### config.mk
export PLATFORM = sky130hd
export DESIGN_NAME = vga_timing_gen_flat
export DESIGN_NICKNAME = d
export VERILOG_FILES = /design/src/rtl/vga_timing_gen_if.sv /design/src/rtl/vga_timing_gen.sv /design/src/flat_wrapper.sv
export SDC_FILE = /design/constraint.sdc
export NUM_CORES = 1
export LEC_CHECK = 0
export BUFFER_PORTS_ARGS = -buffer_cell sky130_fd_sc_hd__buf_2
export CAP_MARGIN = 40
export CORE_MARGIN = 1.5
export CORE_UTILIZATION = 49
export CTS_BUF_LIST = sky130_fd_sc_hd__clkbuf_4 sky130_fd_sc_hd__clkbuf_8
export DETAILED_ROUTE_END_ITERATION = 8
export GPL_TIMING_DRIVEN = 0
export PLACE_DENSITY = 0.88
export SLEW_MARGIN = 40
export SYNTH_ARGS = -nofsm -noshare
export SYNTH_HDL_FRONTEND = slang
export SYNTH_SLANG_ARGS = --single-unit
### constraint.sdc
create_clock -name clk -period 2.4 [get_ports clk]
set_clock_uncertainty 0.2 [all_clocks]
set_input_delay 0.48 -clock clk [delete_from_list [all_inputs] [get_ports clk]]
set_output_delay 0.48 -clock clk [all_outputs]
set_load 0.01 [all_outputs]
### src/rtl/vga_timing_gen_if.sv
// VGA timing generator bus: the coordinate/colour exchange with the compositor
// and the registered pin-side outputs toward the DAC/HDMI encoder.
// The generator side uses the master modport. The compositor/encoder side uses the slave modport.
interface vga_timing_gen_if;
  logic [11:0] vga_x;
  logic [11:0] vga_y;
  logic [23:0] vga_rgb;
  logic        test_en;
  logic        out_hs;
  logic        out_vs;
  logic        out_de;
  logic [23:0] out_rgb;
  logic        frame_start;

  modport master (
    output vga_x, vga_y, out_hs, out_vs, out_de, out_rgb, frame_start,
    input  vga_rgb, test_en
  );

  modport slave (
    input  vga_x, vga_y, out_hs, out_vs, out_de, out_rgb, frame_start,
    output vga_rgb, test_en
  );
endinterface

### src/rtl/vga_timing_gen.sv
// Raster timing generator and output aligner for the VGA path.
// Issues active-area coordinates to the compositor. Delays sync/enable/frame-start
// by PIPE cycles so they line up with the returned colour, and registers all pins.
// Optional colour-bar test pattern: define VGA_TEST_PATTERN_EN and drive test_en=1.
// PIPE must be 1..4, H_ACTIVE must be >= 8, and the totals must not exceed 4095.
module vga_timing_gen #(
  parameter int H_ACTIVE = 640,
  parameter int H_FP     = 16,
  parameter int H_SYNC   = 96,
  parameter int H_BP     = 48,
  parameter int V_ACTIVE = 480,
  parameter int V_FP     = 10,
  parameter int V_SYNC   = 2,
  parameter int V_BP     = 33,
  parameter bit SYNC_POL = 1'b0,
  parameter int PIPE     = 2
) (
  input  logic             clk,
  input  logic             rst,
  vga_timing_gen_if.master bus
);

  localparam logic [11:0] C_H_TOTAL   = 12'(H_SYNC + H_BP + H_ACTIVE + H_FP);
  localparam logic [11:0] C_V_TOTAL   = 12'(V_SYNC + V_BP + V_ACTIVE + V_FP);
  localparam logic [11:0] C_H_SYNC    = 12'(H_SYNC);
  localparam logic [11:0] C_V_SYNC    = 12'(V_SYNC);
  localparam logic [11:0] C_H_ACT_BEG = 12'(H_SYNC + H_BP);
  localparam logic [11:0] C_H_ACT_END = 12'(H_SYNC + H_BP + H_ACTIVE);
  localparam logic [11:0] C_V_ACT_BEG = 12'(V_SYNC + V_BP);
  localparam logic [11:0] C_V_ACT_END = 12'(V_SYNC + V_BP + V_ACTIVE);

  // Stage word layout: {[bar index,] hs, vs, de, fs}
`ifdef VGA_TEST_PATTERN_EN
  localparam int ST_W = 7;
  localparam logic [11:0] C_BAR_W = 12'(H_ACTIVE / 8);
`else
  localparam int ST_W = 4;
`endif

  logic [11:0] r_h_cnt;
  logic [11:0] r_v_cnt;
  logic        w_h_last;
  logic        w_v_last;
  logic        w_hs0;
  logic        w_vs0;
  logic        w_h_act;
  logic        w_v_act;
  logic        w_de0;
  logic        w_fs0;
  logic [11:0] w_x_act;
  logic [11:0] w_y_act;
  logic [ST_W-1:0] w_st0;
  logic [PIPE-1:0][ST_W-1:0] w_chain;
  logic [ST_W-1:0] w_tap;
  logic [23:0] w_rgb_next;

  logic        r_out_hs;
  logic        r_out_vs;
  logic        r_out_de;
  logic        r_frame_start;
  logic [23:0] r_out_rgb;

  assign w_h_last = (r_h_cnt == (C_H_TOTAL - 12'd1));
  assign w_v_last = (r_v_cnt == (C_V_TOTAL - 12'd1));

  // Raster counters: h wraps every line, v advances (and wraps) on the h wrap
  always_ff @(posedge clk or posedge rst) begin
    if (rst) begin
      r_h_cnt <= 12'd0;
      r_v_cnt <= 12'd0;
    end else if (w_h_last) begin
      r_h_cnt <= 12'd0;
      if (w_v_last) begin
        r_v_cnt <= 12'd0;
      end else begin
        r_v_cnt <= r_v_cnt + 12'd1;
      end
    end else begin
      r_h_cnt <= r_h_cnt + 12'd1;
    end
  end

  assign w_hs0   = (r_h_cnt < C_H_SYNC);
  assign w_vs0   = (r_v_cnt < C_V_SYNC);
  assign w_h_act = (r_h_cnt >= C_H_ACT_BEG) && (r_h_cnt < C_H_ACT_END);
  assign w_v_act = (r_v_cnt >= C_V_ACT_BEG) && (r_v_cnt < C_V_ACT_END);
  assign w_de0   = w_h_act && w_v_act;
  assign w_fs0   = w_de0 && (r_h_cnt == C_H_ACT_BEG) && (r_v_cnt == C_V_ACT_BEG);
  assign w_x_act = r_h_cnt - C_H_ACT_BEG;
  assign w_y_act = r_v_cnt - C_V_ACT_BEG;

  // All-ones outside the active area so no compositor window can match it
  assign bus.vga_x = w_de0 ? w_x_act : 12'hFFF;
  assign bus.vga_y = w_de0 ? w_y_act : 12'hFFF;

`ifdef VGA_TEST_PATTERN_EN
  logic [11:0] w_bar_full;
  logic [2:0]  w_bar0;

  // Fixed bar colours: white, yellow, cyan, green, magenta, red, blue, black
  function automatic logic [23:0] bar_colour(input logic [2:0] idx);
    logic [23:0] c;
    case (idx)
      3'd0:    c = 24'hFFFFFF;
      3'd1:    c = 24'hFFFF00;
      3'd2:    c = 24'h00FFFF;
      3'd3:    c = 24'h00FF00;
      3'd4:    c = 24'hFF00FF;
      3'd5:    c = 24'hFF0000;
      3'd6:    c = 24'h0000FF;
      default: c = 24'h000000;
    endcase
    return c;
  endfunction

  assign w_bar_full = w_x_act / C_BAR_W;
  // Columns past 8*bar width (H_ACTIVE not a multiple of 8) stay in the last bar
  assign w_bar0 = !w_de0 ? 3'd0 : ((w_bar_full > 12'd7) ? 3'd7 : w_bar_full[2:0]);
  assign w_st0  = {w_bar0, w_hs0, w_vs0, w_de0, w_fs0};
`else
  logic w_unused_test_en;
  assign w_unused_test_en = bus.test_en;
  assign w_st0 = {w_hs0, w_vs0, w_de0, w_fs0};
`endif

  // Stage 0 is combinational; stages 1..PIPE-1 are registers, and the output
  // register below is stage PIPE, so coordinate-to-pin latency is PIPE.
  assign w_chain[0] = w_st0;

  for (genvar g = 1; g < PIPE; g++) begin : g_stage
    logic [ST_W-1:0] r_stage;

    // One pipeline stage of the delayed sync/enable/frame-start word
    always_ff @(posedge clk or posedge rst) begin
      if (rst) begin
        r_stage <= {ST_W{1'b0}};
      end else begin
        r_stage <= w_chain[g-1];
      end
    end

    assign w_chain[g] = r_stage;
  end

  assign w_tap = w_chain[PIPE-1];

  // Colour selection at stage PIPE-1: compositor data (or bars), blanked outside de
  always_comb begin
    w_rgb_next = 24'h0;
    if (w_tap[1]) begin
`ifdef VGA_TEST_PATTERN_EN
      if (bus.test_en) begin
        w_rgb_next = bar_colour(w_tap[6:4]);
      end else begin
        w_rgb_next = bus.vga_rgb;
      end
`else
      w_rgb_next = bus.vga_rgb;
`endif
    end else begin
      w_rgb_next = 24'h0;
    end
  end

  // Registered pin stage with polarity applied to the syncs
  always_ff @(posedge clk or posedge rst) begin
    if (rst) begin
      r_out_hs      <= ~SYNC_POL;
      r_out_vs      <= ~SYNC_POL;
      r_out_de      <= 1'b0;
      r_frame_start <= 1'b0;
      r_out_rgb     <= 24'h0;
    end else begin
      r_out_hs      <= w_tap[3] ? SYNC_POL : ~SYNC_POL;
      r_out_vs      <= w_tap[2] ? SYNC_POL : ~SYNC_POL;
      r_out_de      <= w_tap[1];
      r_frame_start <= w_tap[0];
      r_out_rgb     <= w_rgb_next;
    end
  end

  assign bus.out_hs      = r_out_hs;
  assign bus.out_vs      = r_out_vs;
  assign bus.out_de      = r_out_de;
  assign bus.frame_start = r_frame_start;
  assign bus.out_rgb     = r_out_rgb;

endmodule
### src/flat_wrapper.sv
// flat-port wrapper written by rule: the top's interface ports become plain ports
module vga_timing_gen_flat 
#(
  parameter int H_ACTIVE = 640,
  parameter int H_FP     = 16,
  parameter int H_SYNC   = 96,
  parameter int H_BP     = 48,
  parameter int V_ACTIVE = 480,
  parameter int V_FP     = 10,
  parameter int V_SYNC   = 2,
  parameter int V_BP     = 33,
  parameter bit SYNC_POL = 1'b0,
  parameter int PIPE     = 2
)
  (clk, rst, bus_vga_x, bus_vga_y, bus_out_hs, bus_out_vs, bus_out_de, bus_out_rgb, bus_frame_start, bus_vga_rgb, bus_test_en);
  vga_timing_gen_if bus_i ();
  input  logic clk;
  input  logic rst;
  output wire logic [$bits(bus_i.vga_x)-1:0] bus_vga_x;
  output wire logic [$bits(bus_i.vga_y)-1:0] bus_vga_y;
  output wire logic [$bits(bus_i.out_hs)-1:0] bus_out_hs;
  output wire logic [$bits(bus_i.out_vs)-1:0] bus_out_vs;
  output wire logic [$bits(bus_i.out_de)-1:0] bus_out_de;
  output wire logic [$bits(bus_i.out_rgb)-1:0] bus_out_rgb;
  output wire logic [$bits(bus_i.frame_start)-1:0] bus_frame_start;
  input wire logic [$bits(bus_i.vga_rgb)-1:0] bus_vga_rgb;
  input wire logic [$bits(bus_i.test_en)-1:0] bus_test_en;
  assign bus_vga_x = bus_i.vga_x;
  assign bus_vga_y = bus_i.vga_y;
  assign bus_out_hs = bus_i.out_hs;
  assign bus_out_vs = bus_i.out_vs;
  assign bus_out_de = bus_i.out_de;
  assign bus_out_rgb = bus_i.out_rgb;
  assign bus_frame_start = bus_i.frame_start;
  assign bus_i.vga_rgb = bus_vga_rgb;
  assign bus_i.test_en = bus_test_en;
  vga_timing_gen #(.H_ACTIVE(H_ACTIVE), .H_FP(H_FP), .H_SYNC(H_SYNC), .H_BP(H_BP), .V_ACTIVE(V_ACTIVE), .V_FP(V_FP), .V_SYNC(V_SYNC), .V_BP(V_BP), .SYNC_POL(SYNC_POL), .PIPE(PIPE)) u_core (.clk(clk), .rst(rst), .bus(bus_i));
endmodule
# [Word level (Yosys, flattened, before mapping)]
# Index checks and enable logic that the tools add are counted.
[word_totals] regBits=56 inputBits=27 out_inout_bits=52 elab_cells=34
[op_classes] add_sub_neg=4 magnitude_cmp=6 n_eq_ne=4 n_mux=7 reduce_logical=5
[ops] operator="$mux W12" count=4
[ops] operator="$add A12 B1 Y12 const B" count=2
[ops] operator="$eq A12 B10 Y1 const B" count=2
[ops] operator="$lt A12 B10 Y1 const B" count=2
[ops] operator="$mux W24" count=1
[ops] operator="$eq A12 B6 Y1 const B" count=1
[ops] operator="$eq A12 B8 Y1 const B" count=1
[ops] operator="$ge A12 B6 Y1 const B" count=1
[ops] operator="$ge A12 B8 Y1 const B" count=1
[ops] operator="$lt A12 B2 Y1 const B" count=1
[ops] operator="$lt A12 B7 Y1 const B" count=1
[ops] operator="$sub A12 B6 Y12 const B" count=1
[ops] operator="$sub A12 B8 Y12 const B" count=1
[ops] operator="$logic_and A1 B1 Y1" count=5
[ops] operator="$mux W1" count=2

# [Logic depth before layout (Yosys ltp)]
[logic_depth] word_depth=5 depth_mapped=7 mapped_depth_nobuf=6

# [Worst setup path before layout]
# No wires, ideal clock.
[synth_timing] path_kind="register to output" start="register u_core.r_v_cnt[0]" end="output bus_vga_x[0]" arrival_ps=1760 required_time_ps=1720 path_slack_ps=-40 path_stages_with_launch=8 path_buffers=2 path_cell_list="dfrtp_1 ha_1 buf_2 nor4_2 o211ai_2 a21oi_4 buf_4 nand3_1"
[synth_via] elab_chain_len=4 word_cells_on_any_way=5 classes_between="order compare (2); mux (1); reduce/logical (2)"
[synth_rtl] element="start: declaration" line="vga_timing_gen.sv:41" text="logic [11:0] r_v_cnt;"
[synth_rtl] element="start signal: assignment" line="vga_timing_gen.sv:76" text="r_v_cnt <= r_v_cnt + 12'd1;"
[synth_rtl] element="$ge A12 B6 Y1 or $lt A12 B10 Y1 (tied branches)" line="vga_timing_gen.sv:86" text="assign w_v_act = (r_v_cnt >= C_V_ACT_BEG) && (r_v_cnt < C_V_ACT_END);"
[synth_rtl] element="$logic_and A1 B1 Y1 (*)" line="vga_timing_gen.sv:86"
[synth_rtl] element="$logic_and A1 B1 Y1 (*)" line="vga_timing_gen.sv:87" text="assign w_de0 = w_h_act && w_v_act;"
[synth_rtl] element="$mux W12 (*)" line="vga_timing_gen.sv:93" text="assign bus.vga_x = w_de0 ? w_x_act : 12'hFFF;"
[synth_rtl] element="end: declaration" line="flat_wrapper.sv:19" text="output wire logic [$bits(bus_i.vga_x)-1:0] bus_vga_x;"
# Mark *: on every way between the ends. The rest lies on a longest branch, timed or not.

# [Final worst setup path]
[layout_timing] start="register u_core.r_v_cnt[1]" end="output bus_vga_y[5]"
[layout_via] elab_chain_len=4 word_cells_on_any_way=6 classes_between="add/sub (1); order compare (2); mux (1); reduce/logical (2)"
[layout_rtl] element="$ge A12 B6 Y1 or $lt A12 B10 Y1 (tied branches)" line="vga_timing_gen.sv:86"
[layout_rtl] element="$logic_and A1 B1 Y1" line="vga_timing_gen.sv:86"
[layout_rtl] element="$logic_and A1 B1 Y1" line="vga_timing_gen.sv:87"
[layout_rtl] element="$mux W12 (*)" line="vga_timing_gen.sv:94" text="assign bus.vga_y = w_de0 ? w_y_act : 12'hFFF;"
[layout_rtl] element="end: declaration" line="flat_wrapper.sv:20" text="output wire logic [$bits(bus_i.vga_y)-1:0] bus_vga_y;"
# Marks and branches as above.

==> results.ini <==
[outcome]
status=finished with violations
violations=negative setup slack

[final_layout]
drive_gt1_share_pct=45.6
final_cell_count_no_fill=456
fin_nets=417
areaGrowthSynthToFinish_pct=38.7
final_area_um2=4000
insertedDiodeCount=0

[place]
place_area_um2=3400
dpl_worst_slack_ns=-0.357
place.detailed.hpwl_mm=4.64
port_buffers=77
gp_congestion=0.845
placedCellCount=427

[floorplanning]
core_um2=5610
io_pins=79
die_x_um=79.7
start_util_pct=51.4
rows=27
die_h_um=79.7
fp.dieArea_um2=6360

[clocking]
cts_sinks=56
cts_tree=built
cts_made_buffers=5
clk-insertion-delay-late_ns=0.32
clkTransAtPathRegs_ns=0.10
htree_levels=2
clk_path_buf_depth=2
cts_root_buf=clkbuf_8

[yosys]
synth_xor_area_share_pct=7.29
syn_area_per_cell_um2=10.4
synthesis.nets=311
yosys_warnings=0
netlist_top_cells_area=dfrtp_1, xnor2_1, and2_1, nand3_1, ha_1
ys_top_cells_by_count=dfrtp_1, and2_1, nand3_1
ys_ff_latch=56
synth_top_family_by_area=simple AND/OR/NAND/NOR gates
synth_edf_count=0
yosysMostFrequentCell=dfrtp_1
synth-simple-area-share_pct=26.6
syn-cell-area_um2=2880
synthFlopType=dfrtp_1
synth_top_area_cell=dfrtp_1
synthAdderAreaFrac_pct=3.38
synth_mux_area_share_pct=0.738
async_reset_ff_share_pct=100
seq_area_frac_synth_pct=48.7
synth_top_cell_area_share_pct=46.9
synth_cells=277
ys_types=49
synth_compound_area_share_pct=7.98

[power_and_ir_drop]
p_seq_share_pct=62.2
comb_power_share_pct=2.7
power_switching_uw=347
power_density_nw_per_um2=379
finalPower_mw=1.52
p_int_mw=1.17
leakagePower_nw=1.90
max-vdd-ir-drop_mv=0.330
clkPwrFrac_pct=35.1
switching_share_pct=22.9

[timing]
setup-tns-final_ns=-8.79
rsz0062_at_grt=yes
finalCritPeriodShare_pct=117
setup_slack_ns=-0.414
tightest_slew_ns=0.481
max_freq_mhz=355
slew_headroom_pct=67.7
finalSetupViolations=24
min_period_ns=2.81
final-hold-violation-count=0
drv_slew=0

[global_routing]
grt_pass1_wl_mm=11.7
grt_pass1_vias=2457
grt_max_degree=45
grt_usage_pct=24.1
grt_antenna_before_repair=0
overflow=0

[critical_path]
cp.arrival_ns=2.13
path_class=reg -> out
path_max_fanout=5
cp-start-kind=flop
required_ns=1.72
endpoint_kind=primary output

[detailed_routing]
wirelength_mm=7.62
post-route-drc-count=0
drtIter0Drc=248
vias=2533
dr.pass1.iters=4
wire_per_inst_um=16.7
routed_via_density=5.55
drtAntennaViolNets=0

[hold_path]
hp-class=reg -> reg

[flow_run]
maxCapViolCount=0

cells in the final DEF, fill, tap and decap left out, types with 3 or more instances in the layout:
cell type / n
nand3_1: 11
nand2b_1: 5
nand2_1: 15
nand3b_1: 3
nand4_1: 7
and3_1: 6
dfrtp_2: 6
inv_1: 6
buf_6: 27
clkbuf_8: 5
a21oi_1: 5
nor2_1: 10
or3_1: 3
xor2_1: 6
nor3_1: 7
inv_2: 3
and2_1: 25
buf_4: 18
o2bb2ai_1: 3
buf_2: 67
o21ai_0: 6
nand3_2: 12
nor4_1: 3
dfrtp_1: 48
ha_1: 5
xnor2_1: 17
kinds of logic after synthesis:
group / after synthesis
AND/OR/NAND/NOR: 127
AO/OA/AOI/OAI: 30
XOR/XNOR: 24
flip-flops: 56
adder cells (fa/ha/maj): 8
multiplexers: 2
buffers and inverters: 30
sequential cells by signal, indices dropped and copies added, names as in the netlist:
name                    flops
u_core.r_h_cnt             12
u_core.g_stage.r_stage      4
u_core.bus.frame_start      1
u_core.bus.out_rgb         24
u_core.bus.out_hs           1
u_core.bus.out_vs           1
u_core.r_v_cnt             12
u_core.bus.out_de           1
final cells by class:
class                   instances  area [um^2]
inverters                      10         40.0
plain buffers                  16          131
well taps                      72         90.1
fillers                       398         1610
clock inverters                 3         21.3
clock buffers                   5         68.8
flip-flops and latches         56         1410
multi-input cells             191         1520
repair buffers                103          716
per-stage QoR:
stage | hold slack, ns | util, %
after detailed placement | 0.135 | 60.7
after floorplan | 0.131 | -
after CTS | 0.159 | 67.6
after global routing | 0.154 | 71.3
final | 0.158 | 71.3
after global placement | 0.137 | 60.3
timing repair:
action,CTS,global route
hold buffers,1,0
pin swaps,9,4
hold endpoints to repair,12,0
setup buffers,13,8
gates resized for setup,45,30
setup endpoints to repair,24,24
gates cloned,2,1
power by group through the flow:
stage               registers [mW]  clock network [mW]  logic [mW]
global placement             0.962                   0      0.0359
finish                       0.943               0.532      0.0415
global route                 0.943               0.586      0.0473
CTS                          0.943               0.541      0.0433
floorplan                    0.961                   0      0.0138
detailed placement           0.961                   0      0.0420
worst paths after layout:
kind | start | to | slack (ns) | depth (start not counted)
max | u_core.r_v_cnt[1] | bus_vga_y[5] | -0.41 | 9
min | u_core.g_stage[1].r_stage[3] | u_core.bus.out_hs | 0.16 | 1
max reg2reg | u_core.r_h_cnt[8] | u_core.r_v_cnt[4] | 0.15 | 5
min reg2reg | u_core.g_stage[1].r_stage[3] | u_core.bus.out_hs | 0.16 | 1
max in group asynchronous | rst | u_core.bus.out_hs | 1.06 | 4
min in group asynchronous | rst | u_core.bus.out_rgb[15] | 0.40 | 3
routing by layer:
layer	part of all wire [%]	vias up	global-route usage, %
li1	-	1165	-
met1	37	1221	28.7
met2	54	120	42.8
met3	6.3	27	4.34
met4	3.2	0	9.30
met5	0	-	0
worst max-delay path, cell delays in order, from the launching register on:
cell and delay, ns:
dfrtp_2 0.45, ha_4 0.19, buf_8 0.12, nor4_4 0.19, o211ai_2 0.16, a21oi_4 0.18, buf_6 0.15, buf_6 0.13
nand3_1 0.09, buf_2 0.15
Power figures use the tool's default switching activity.
